<file path="config.mk">
export PLATFORM = sky130hd
export DESIGN_NAME = mac_iter_unit_flat
export DESIGN_NICKNAME = d
export VERILOG_FILES = /design/src/rtl/mac_iter_unit_if.sv /design/src/rtl/mac_iter_unit.sv /design/src/flat_wrapper.sv
export SDC_FILE = /design/constraint.sdc
export NUM_CORES = 2
export LEC_CHECK = 0
export CAP_MARGIN = 20
export CORE_UTILIZATION = 40
export CTS_BUF_LIST = sky130_fd_sc_hd__clkbuf_4 sky130_fd_sc_hd__clkbuf_8
export DETAILED_ROUTE_END_ITERATION = 8
export DONT_BUFFER_PORTS = 1
export SETUP_SLACK_MARGIN = 0.5
export SKIP_LAST_GASP = 1
export SLEW_MARGIN = 0
export SYNTH_ARGS = -nofsm -noshare
export SYNTH_HDL_FRONTEND = slang
export SYNTH_SLANG_ARGS = --single-unit
</file>
<file path="constraint.sdc">
create_clock -name clk -period 13.75 [get_ports clk]
set_input_delay 1.375 -clock clk [delete_from_list [all_inputs] [get_ports clk]]
set_output_delay 1.375 -clock clk [all_outputs]
set_load 0.05 [all_outputs]
</file>
<file path="src/rtl/mac_iter_unit_if.sv">
// Handshake and operand bundle between the EX stage and the iterative multiply/MAC engine.
// EX drives the request side (master); the engine drives result, ready and busy (slave).
interface mac_iter_unit_if #(
  parameter int DATA_W = 32
);
  logic                  start_i;
  logic                  annul_i;
  logic [2:0]            op_i;
  logic [DATA_W-1:0]     opdata1_i;
  logic [DATA_W-1:0]     opdata2_i;
  logic [2*DATA_W-1:0]   hilo_i;
  logic [2*DATA_W-1:0]   result_o;
  logic                  ready_o;
  logic                  busy_o;

  modport master (
    output start_i, annul_i, op_i, opdata1_i, opdata2_i, hilo_i,
    input  result_o, ready_o, busy_o
  );

  modport slave (
    input  start_i, annul_i, op_i, opdata1_i, opdata2_i, hilo_i,
    output result_o, ready_o, busy_o
  );
endinterface

</file>
<file path="src/rtl/mac_iter_unit.sv">
// Iterative signed/unsigned MULT, MADD and MSUB engine retiring BPC multiplier bits per cycle.
// Signed operands are reduced to magnitudes; the sign is restored once before accumulation.
module mac_iter_unit #(
  parameter int DATA_W = 32,
  parameter int BPC    = 4
) (
  input  logic           clk,
  input  logic           rst,
  mac_iter_unit_if.slave bus
);
  localparam int ITER  = DATA_W / BPC;
  localparam int PW    = 2 * DATA_W;
  localparam int CNT_W = (ITER > 1) ? $clog2(ITER) : 1;
  localparam logic [CNT_W-1:0] CNT_LAST = CNT_W'(ITER - 1);

  typedef enum logic [1:0] {
    ST_IDLE = 2'd0,
    ST_CALC = 2'd1,
    ST_ACC  = 2'd2,
    ST_DONE = 2'd3
  } state_e;

  state_e            state_r;
  state_e            next_state_s;
  logic [PW-1:0]     acc_r;
  logic [PW-1:0]     mcand_r;
  logic [DATA_W-1:0] mplier_r;
  logic [PW-1:0]     hilo_r;
  logic [PW-1:0]     result_r;
  logic [CNT_W-1:0]  cnt_r;
  logic [1:0]        op_kind_r;
  logic              neg_r;
  logic              ready_r;
  logic              busy_r;

  logic              accept_s;
  logic              abort_s;
  logic              signed_op_s;
  logic [BPC-1:0]    digit_s;
  logic [PW-1:0]     pp_s;
  logic [PW-1:0]     prod_s;
  logic [PW-1:0]     final_s;

  // Op codes 110/111 fall back to MULTU, so they must not be treated as signed.
  function automatic logic is_signed_op(input logic [2:0] op);
    return (op[0] == 1'b0) && (op[2:1] != 2'b11);
  endfunction

  // Most negative input maps to 2^(DATA_W-1), which still fits unsigned DATA_W bits.
  function automatic logic [DATA_W-1:0] magnitude(input logic [DATA_W-1:0] v,
                                                  input logic             sgn);
    if (sgn && v[DATA_W-1]) begin
      return ~v + DATA_W'(1'b1);
    end else begin
      return v;
    end
  endfunction

  assign accept_s    = bus.start_i & ~bus.annul_i;
  assign abort_s     = bus.annul_i | ~bus.start_i;
  assign signed_op_s = is_signed_op(bus.op_i);
  assign digit_s     = mplier_r[BPC-1:0];

  // Partial product and final {HI,LO} arithmetic, all modulo 2^PW.
  always_comb begin
    pp_s    = mcand_r * PW'(digit_s);
    prod_s  = acc_r;
    final_s = acc_r;
    if (neg_r) begin
      prod_s = ~acc_r + PW'(1'b1);
    end else begin
      prod_s = acc_r;
    end
    case (op_kind_r)
      2'b01:   final_s = hilo_r + prod_s;
      2'b10:   final_s = hilo_r - prod_s;
      default: final_s = prod_s;
    endcase
  end

  // Next-state logic; a dropped start outside IDLE behaves like an annul.
  always_comb begin
    next_state_s = state_r;
    case (state_r)
      ST_IDLE: begin
        if (accept_s) begin
          next_state_s = ST_CALC;
        end else begin
          next_state_s = ST_IDLE;
        end
      end
      ST_CALC: begin
        if (abort_s) begin
          next_state_s = ST_IDLE;
        end else if (cnt_r == CNT_LAST) begin
          next_state_s = ST_ACC;
        end else begin
          next_state_s = ST_CALC;
        end
      end
      ST_ACC: begin
        if (abort_s) begin
          next_state_s = ST_IDLE;
        end else begin
          next_state_s = ST_DONE;
        end
      end
      ST_DONE: begin
        if (abort_s) begin
          next_state_s = ST_IDLE;
        end else begin
          next_state_s = ST_DONE;
        end
      end
      default: next_state_s = ST_IDLE;
    endcase
  end

  // State register.
  always_ff @(posedge clk or negedge rst) begin
    if (!rst) begin
      state_r <= ST_IDLE;
    end else begin
      state_r <= next_state_s;
    end
  end

  // Operand latch and shift-add datapath; mcand shifts left so no per-cycle barrel shift is needed.
  always_ff @(posedge clk or negedge rst) begin
    if (!rst) begin
      acc_r     <= '0;
      mcand_r   <= '0;
      mplier_r  <= '0;
      hilo_r    <= '0;
      cnt_r     <= '0;
      op_kind_r <= 2'b00;
      neg_r     <= 1'b0;
    end else if (state_r == ST_IDLE && accept_s) begin
      acc_r     <= '0;
      mcand_r   <= PW'(magnitude(bus.opdata1_i, signed_op_s));
      mplier_r  <= magnitude(bus.opdata2_i, signed_op_s);
      hilo_r    <= bus.hilo_i;
      cnt_r     <= '0;
      op_kind_r <= bus.op_i[2:1];
      neg_r     <= signed_op_s & (bus.opdata1_i[DATA_W-1] ^ bus.opdata2_i[DATA_W-1]);
    end else if (state_r == ST_CALC) begin
      acc_r    <= acc_r + pp_s;
      mcand_r  <= mcand_r << BPC;
      mplier_r <= mplier_r >> BPC;
      cnt_r    <= cnt_r + CNT_W'(1'b1);
    end else begin
      acc_r <= acc_r;
    end
  end

  // Registered handshake outputs and result; result only changes on ACC -> DONE.
  always_ff @(posedge clk or negedge rst) begin
    if (!rst) begin
      ready_r  <= 1'b0;
      busy_r   <= 1'b0;
      result_r <= '0;
    end else begin
      ready_r <= (next_state_s == ST_DONE);
      busy_r  <= (next_state_s == ST_CALC) || (next_state_s == ST_ACC);
      if (state_r == ST_ACC && next_state_s == ST_DONE) begin
        result_r <= final_s;
      end else begin
        result_r <= result_r;
      end
    end
  end

  assign bus.result_o = result_r;
  assign bus.ready_o  = ready_r;
  assign bus.busy_o   = busy_r;
endmodule

</file>
<file path="src/flat_wrapper.sv">
// flat-port wrapper written by rule: the top's interface ports become plain ports
module mac_iter_unit_flat 
#(
  parameter int DATA_W = 32,
  parameter int BPC    = 4
)
  (clk, rst, bus_start_i, bus_annul_i, bus_op_i, bus_opdata1_i, bus_opdata2_i, bus_hilo_i, bus_result_o, bus_ready_o, bus_busy_o);
  mac_iter_unit_if #(.DATA_W(DATA_W)) bus_i ();
  input  logic clk;
  input  logic rst;
  input wire logic [$bits(bus_i.start_i)-1:0] bus_start_i;
  input wire logic [$bits(bus_i.annul_i)-1:0] bus_annul_i;
  input wire logic [$bits(bus_i.op_i)-1:0] bus_op_i;
  input wire logic [$bits(bus_i.opdata1_i)-1:0] bus_opdata1_i;
  input wire logic [$bits(bus_i.opdata2_i)-1:0] bus_opdata2_i;
  input wire logic [$bits(bus_i.hilo_i)-1:0] bus_hilo_i;
  output wire logic [$bits(bus_i.result_o)-1:0] bus_result_o;
  output wire logic [$bits(bus_i.ready_o)-1:0] bus_ready_o;
  output wire logic [$bits(bus_i.busy_o)-1:0] bus_busy_o;
  assign bus_i.start_i = bus_start_i;
  assign bus_i.annul_i = bus_annul_i;
  assign bus_i.op_i = bus_op_i;
  assign bus_i.opdata1_i = bus_opdata1_i;
  assign bus_i.opdata2_i = bus_opdata2_i;
  assign bus_i.hilo_i = bus_hilo_i;
  assign bus_result_o = bus_i.result_o;
  assign bus_ready_o = bus_i.ready_o;
  assign bus_busy_o = bus_i.busy_o;
  mac_iter_unit #(.DATA_W(DATA_W), .BPC(BPC)) u_core (.clk(clk), .rst(rst), .bus(bus_i));
endmodule
</file>
After elaboration in Yosys (flattened, before gate mapping)
Cells that the tools add are included.

Register bits: 298. Logic and storage cells: 65. Output and inout port bits: 66.

Equality and inequality tests: 10. $mul: 1. Bitwise gates (word level): 10. Reductions and logical operators: 9. Muxes and demuxes: 17. $add $sub $neg: 7.

Operators with widths (count): 2-to-1 mux 64 bit (5); adder 64 bit (2); 2-to-1 mux 32 bit (4); case mux 64 bit (2 select lines) (1); adder 32 x 1 -> 32 bit (second input constant) (2); adder 64 x 1 -> 64 bit (second input constant) (1); multiplier 64 x 4 -> 64 bit (1); inverter 32 bit (2); inverter 64 bit (1); subtractor 64 bit (1); == test 2 bit (second input constant) (5); == test 2 x 1 -> 1 bit (second input constant) (3); 2-to-1 mux 2 bit (3); 2-to-1 mux 3 bit (2); case mux 2 bit (3 select lines) (1); logical AND 1 bit (5); adder 3 x 1 -> 3 bit (second input constant) (1); == test 3 bit (second input constant) (1); inverter 1 bit (3); AND 1 bit (2); zero test 2 bit (1); inequality test 2 bit (second input constant) (1); nonzero test 2 bit (1); OR reduction 2 bit (1); other kinds (4) (4).

Depth between registers and ports, before layout
Word-level depth: 6. Depth in mapped cells: 28. Gate-level depth less buffers: 26.

Least setup slack after synthesis
Ideal clock, no wire load.

Path kind: reg2reg. Start: reg u_core.acc_r[6]. End: reg u_core.result_r[54], in the netlist u_core.bus.result_o[54]. Setup slack: 7.548 ns. Cell stages (with the launch flop): 27. Clock period less this slack: 6.202 ns. Arrival: 6.135 ns. Path buffers: 2. Data required time: 13.683 ns. Cells stage by stage: dfrtp_1 -> buf_2 -> or4_1 -> o41ai_1 -> xor2_1 -> and2_1 -> nand2b_1 -> nor3b_1 -> and3_1 -> and2_1 -> nor2b_1 -> a31oi_1 -> xnor2_1 -> ha_1 -> clkbuf_1 -> a21o_1 -> or3_1 -> a211oi_1 -> o21ai_0 -> a221o_1 -> a21oi_1 -> o21ai_0 -> a21bo_2 -> nand3_1 -> mux2_2 -> o31ai_1 -> mux2_2.

Word-level cells in the longest chain between the ends: 5. Elaborated cells between the ends (all ways): 6. Those cells by class: add/sub (3); mux (2); bitwise (1).

RTL lines: start: declaration (line mac_iter_unit.sv:25) `logic [PW-1:0] acc_r;`; start signal: assignment (line mac_iter_unit.sv:147) `acc_r <= acc_r + pp_s;`; start signal: assignment (line mac_iter_unit.sv:152) `acc_r <= acc_r;`; inverter 64 bit (line mac_iter_unit.sv:70) `prod_s = ~acc_r + PW'(1'b1);`; adder 64 x 1 -> 64 bit (line mac_iter_unit.sv:70); 2-to-1 mux 64 bit * (line mac_iter_unit.sv:69) `if (neg_r) begin`; subtractor 64 bit or adder 64 bit (tied branches) (line mac_iter_unit.sv:76, mac_iter_unit.sv:75); case mux 64 bit (2 select lines) * (line mac_iter_unit.sv:74) `case (op_kind_r)`; end signal: assignment (line mac_iter_unit.sv:166) `result_r <= final_s;`; end signal: assignment (line mac_iter_unit.sv:168) `result_r <= result_r;`; end: declaration (line mac_iter_unit.sv:29) `logic [PW-1:0] result_r;`.

Mark *: on every way between the ends. The rest lies on a longest branch, timed or not. A chain may end at the register's enable or synchronous reset.

Worst setup path after layout
Start: reg u_core.neg_r. End: reg u_core.result_r[61], in the netlist u_core.bus.result_o[61].

Word-level cells in the longest chain between the ends: 3. Elaborated cells between the ends (all ways): 4. Those cells by class: add/sub (2); mux (2).

RTL lines: start: declaration (line mac_iter_unit.sv:32) `logic neg_r;`; start signal: assignment (line mac_iter_unit.sv:145) `neg_r <= signed_op_s & (bus.opdata1_i[DATA_W-1] ^ bus.opdata2_i[DATA_W-1]);`; 2-to-1 mux 64 bit * (line mac_iter_unit.sv:69); subtractor 64 bit or adder 64 bit (tied branches) (line mac_iter_unit.sv:76, mac_iter_unit.sv:75); case mux 64 bit (2 select lines) * (line mac_iter_unit.sv:74).

Marks and branches as above.

==> impl_results.md <==
* Sequential-to-total area share from yosys stat at 26.0%
* Die Wd at 270 um
* Die Ht at 270 um
* Fin. Hold Viols at 0
* Top FF cell, synth: dfrtp_1
* LEAKAGE at 14.3 nW
* FF+latch area at 0.00746 mm2
* Async S/R FF share, synth at 100%
* CP endpoint kind: flip-flop
* Status: finished, final reports clean
* Vias in the first global route at 23600
* Hold_buf cts at 0
* Die area at 0.0729 mm2
* Synth top cells by count: nand2_1, dfrtp_1, o21ai_0
* Share of layout cells above drive strength 1 at 5.68%
* CTS Buffer Depth at 3
* Placed inst area at 0.0294 mm2
* All-layer global routing usage at 22.0%
* Via count of the routed design at 24200
* Via density at 5.49
* Rows at 97
* Slew @ Worst Pin at 0.921 ns
* Area growth, synth to finish at 6.81%
* Pwr dens at 220 mW/mm2
* Int Pwr at 0.00339 W
* Initial antenna violation count at 1
* Yosys reg bits at 298
* Crit path launch type: flip-flop
* Critical path type: flip-flop to flip-flop
* Start of the worst register-to-register path: u_core.neg_r
* GRT overflow at 0
* Fin. max-slew vios at 0
* Clock power share at 15.0%
* Slew headroom at 38.6%
* Combinational share of power at 65.3%
* Most common cell in the netlist: nand2_1
* Post-CTS Repair Setup Buffers at 0
* Syn Inst Count at 3528
* Hpwl dp at 60600 um
* Maximum clock rate at 0.128 GHz
* Core box area at 0.0705 mm2
* Filler cells at 7012
* Synth top area share at 26.0%
* Largest area contributor in the netlist: dfrtp_1
* Setup_tns at 0 ns
* Reg power frac at 19.7%
* CP max FO at 69
* Final non-filler cell area at 0.0307 mm2
* Post-cts repair resize count at 0
* Sink Count at 298
* DRT Pass-1 Iters at 9
* PortBufs at 0
* Switch share at 49.8%
* EDFF count, synth at 0
* Initial Util at 40.7%
* Final core utilization at 43.5%
* Worst path required time at 14.35 ns
* Synth warn at 0
* Fin crit share at 56.7%
* Starting DRC count in detailed routing at 1666
* Clk_lat worst skew at 0.70 ns
* Routed len/inst at 18.3 um
* Post-Route Skew at 0.0581 ns
* Reg2Reg Capture Point: u_core.bus.result_o[61]
* Pin count of the biggest net entering global routing at 299
* CTS tree: yes
* Routed Antenna Nets at 0
* Reg2reg setup slack at 5.95 ns
* Hold crit path type: input port to asynchronous set/reset pin
* Synth cell types at 90
* CTS Buf Count at 57
* Min Tclk post-route at 7.80 ns
* Mapped Area at 0.0287 mm2
* GPL Wtd Cong at 0.912
* CP arrival at 8.39 ns
* First-pass GRT wire length at 131000 um
* RSZ-0062 raised after global routing: false
* Worst Reg-to-Reg Cells at 23
* # setup viols final at 0
* Syn Area/Cell at 8.14 um2
* Max Cap Viol at 0
* Hold slack at 0.423 ns
* Switch Pwr at 0.00337 W
* Peak VDD IR at 0.000116 V
* Clock-pin transition on the worst setup and hold timing paths at 0.06 ns
* Htree depth at 2
* # DRC at 0
* Nets@finish at 3875
* Dominant cells by area after synthesis: dfrtp_1, fa_1, nand2_1
* # IOs at 201
* Syn_nets at 3983
* CTS root buffer: clkbuf_8
* Total wire length at 80600 um
* Multi-input logic area at 0.0199 mm2
critical path: stages (launching register included):
cell and delay [ns]:
dfrtp_2 0.34, buf_4 0.50, inv_1 0.56, a31oi_1 0.32, xor2_1 0.17, nor3_1 0.26
nand2_1 0.14, nor3_1 0.56, nand3_1 0.38, nor2b_1 0.29, nor2b_1 0.34, a21oi_1 0.13
xor2_1 0.18, ha_1 0.49, a21o_1 0.19, o32ai_1 0.13, a31oi_1 0.27, or4b_1 0.45
o21a_1 0.23, o41ai_1 0.82, a31oi_1 0.28, xor2_1 0.20, mux2_2 0.27, o21ai_0 0.15
flip-flops by register name, indices dropped and copies added (netlist names), 2 cells and up:
name,count
u_core.acc_r,64
u_core.bus.result_o,64
u_core.cnt_r,3
u_core.hilo_r,64
u_core.mcand_r,64
u_core.mplier_r,32
u_core.op_kind_r,2
u_core.state_r,2
worst max path at each step:
stage                         start                 endpoint  slack, ns
finish                 u_core.neg_r  u_core.bus.result_o[61]       5.95
CTS                    u_core.neg_r  u_core.bus.result_o[61]       6.04
detailed placement     u_core.neg_r  u_core.bus.result_o[61]       6.12
floorplan           u_core.acc_r[6]  u_core.bus.result_o[54]       7.55
global route           u_core.neg_r  u_core.bus.result_o[61]       5.31
global placement       u_core.neg_r  u_core.bus.result_o[63]       6.22
cell families after synthesis:
family / count (synthesis) / share of synthesized area [%]
buffers and inverters: 361 / 4.79
flip-flops: 298 / 26.0
multiplexers: 30 / 1.14
adder cells (fa/ha/maj): 320 / 18.7
XOR/XNOR: 294 / 8.99
AO/OA/AOI/OAI: 872 / 18.5
AND/OR/NAND/NOR: 1353 / 21.9
cells in the final DEF, fill, tap and decap left out, types with 13 or more instances in the layout:
master and instances:
a21oi_1 241, clkbuf_8 71, nand4_1 25, o31ai_1 31, or4_1 14, nand2_1 699, a211oi_1 15, and2_1 90
o41ai_1 20, o22ai_1 37, o21ai_0 275, o21a_1 13, inv_1 174, and3_1 28, a31oi_1 43, clkbuf_4 15
nor4_1 20, nor2_1 183, or3_1 19, nand2b_1 35, dfrtp_1 294, ha_1 136, o21bai_1 16, nor2b_1 31
nand3_1 112, nor3_1 38, fa_1 183, xor2_1 146, mux2_2 21, a21o_1 81, xnor2_1 147, buf_4 18
final cells by class:
type                       instances  share of cell area, %
antenna                            1                0.00816
clock buffer                      86                   3.55
clock inverter                    19                  0.681
inverter                         176                   2.15
multi-input combinational       2869                   65.0
sequential                       298                   24.3
tap                              940                   3.83
timing repair buffer              18                  0.440
power by group through the flow:
stage | logic, W | clock network (W) | registers [W]
CTS | 0.00437 | 0.00105 | 0.00133
detailed placement | 0.00434 | 0 | 0.00134
global route | 0.00493 | 0.00108 | 0.00136
floorplan | 0.00347 | 0 | 0.00121
global placement | 0.00436 | 0 | 0.00134
finish | 0.00441 | 0.00102 | 0.00133
per-stage QoR:
stage | setup WS, ns | instances | power (W)
2_1_floorplan | 7.55 | 3528 | 0.00467
3_3_place_gp | 6.22 | 4301 | 0.00570
3_5_place_dp | 6.12 | 4301 | 0.00568
4_1_cts | 6.04 | 4406 | 0.00674
5_1_grt | 5.31 | 4407 | 0.00738
6_report | 5.95 | 4407 | 0.00676
layer usage:
metal | share of wire (%) | vias to the layer above | global-route usage, % | wire [um]
met5 | 0 | - | 0 | 0
met4 | 2.6 | 0 | 6.19 | 2120
met3 | 6.6 | 107 | 4.51 | 5350
met2 | 41 | 644 | 31.9 | 33300
met1 | 49 | 11600 | 32.9 | 39800
li1 | - | 11900 | - | -
Note: power is estimated with default switching activity, not from simulation.
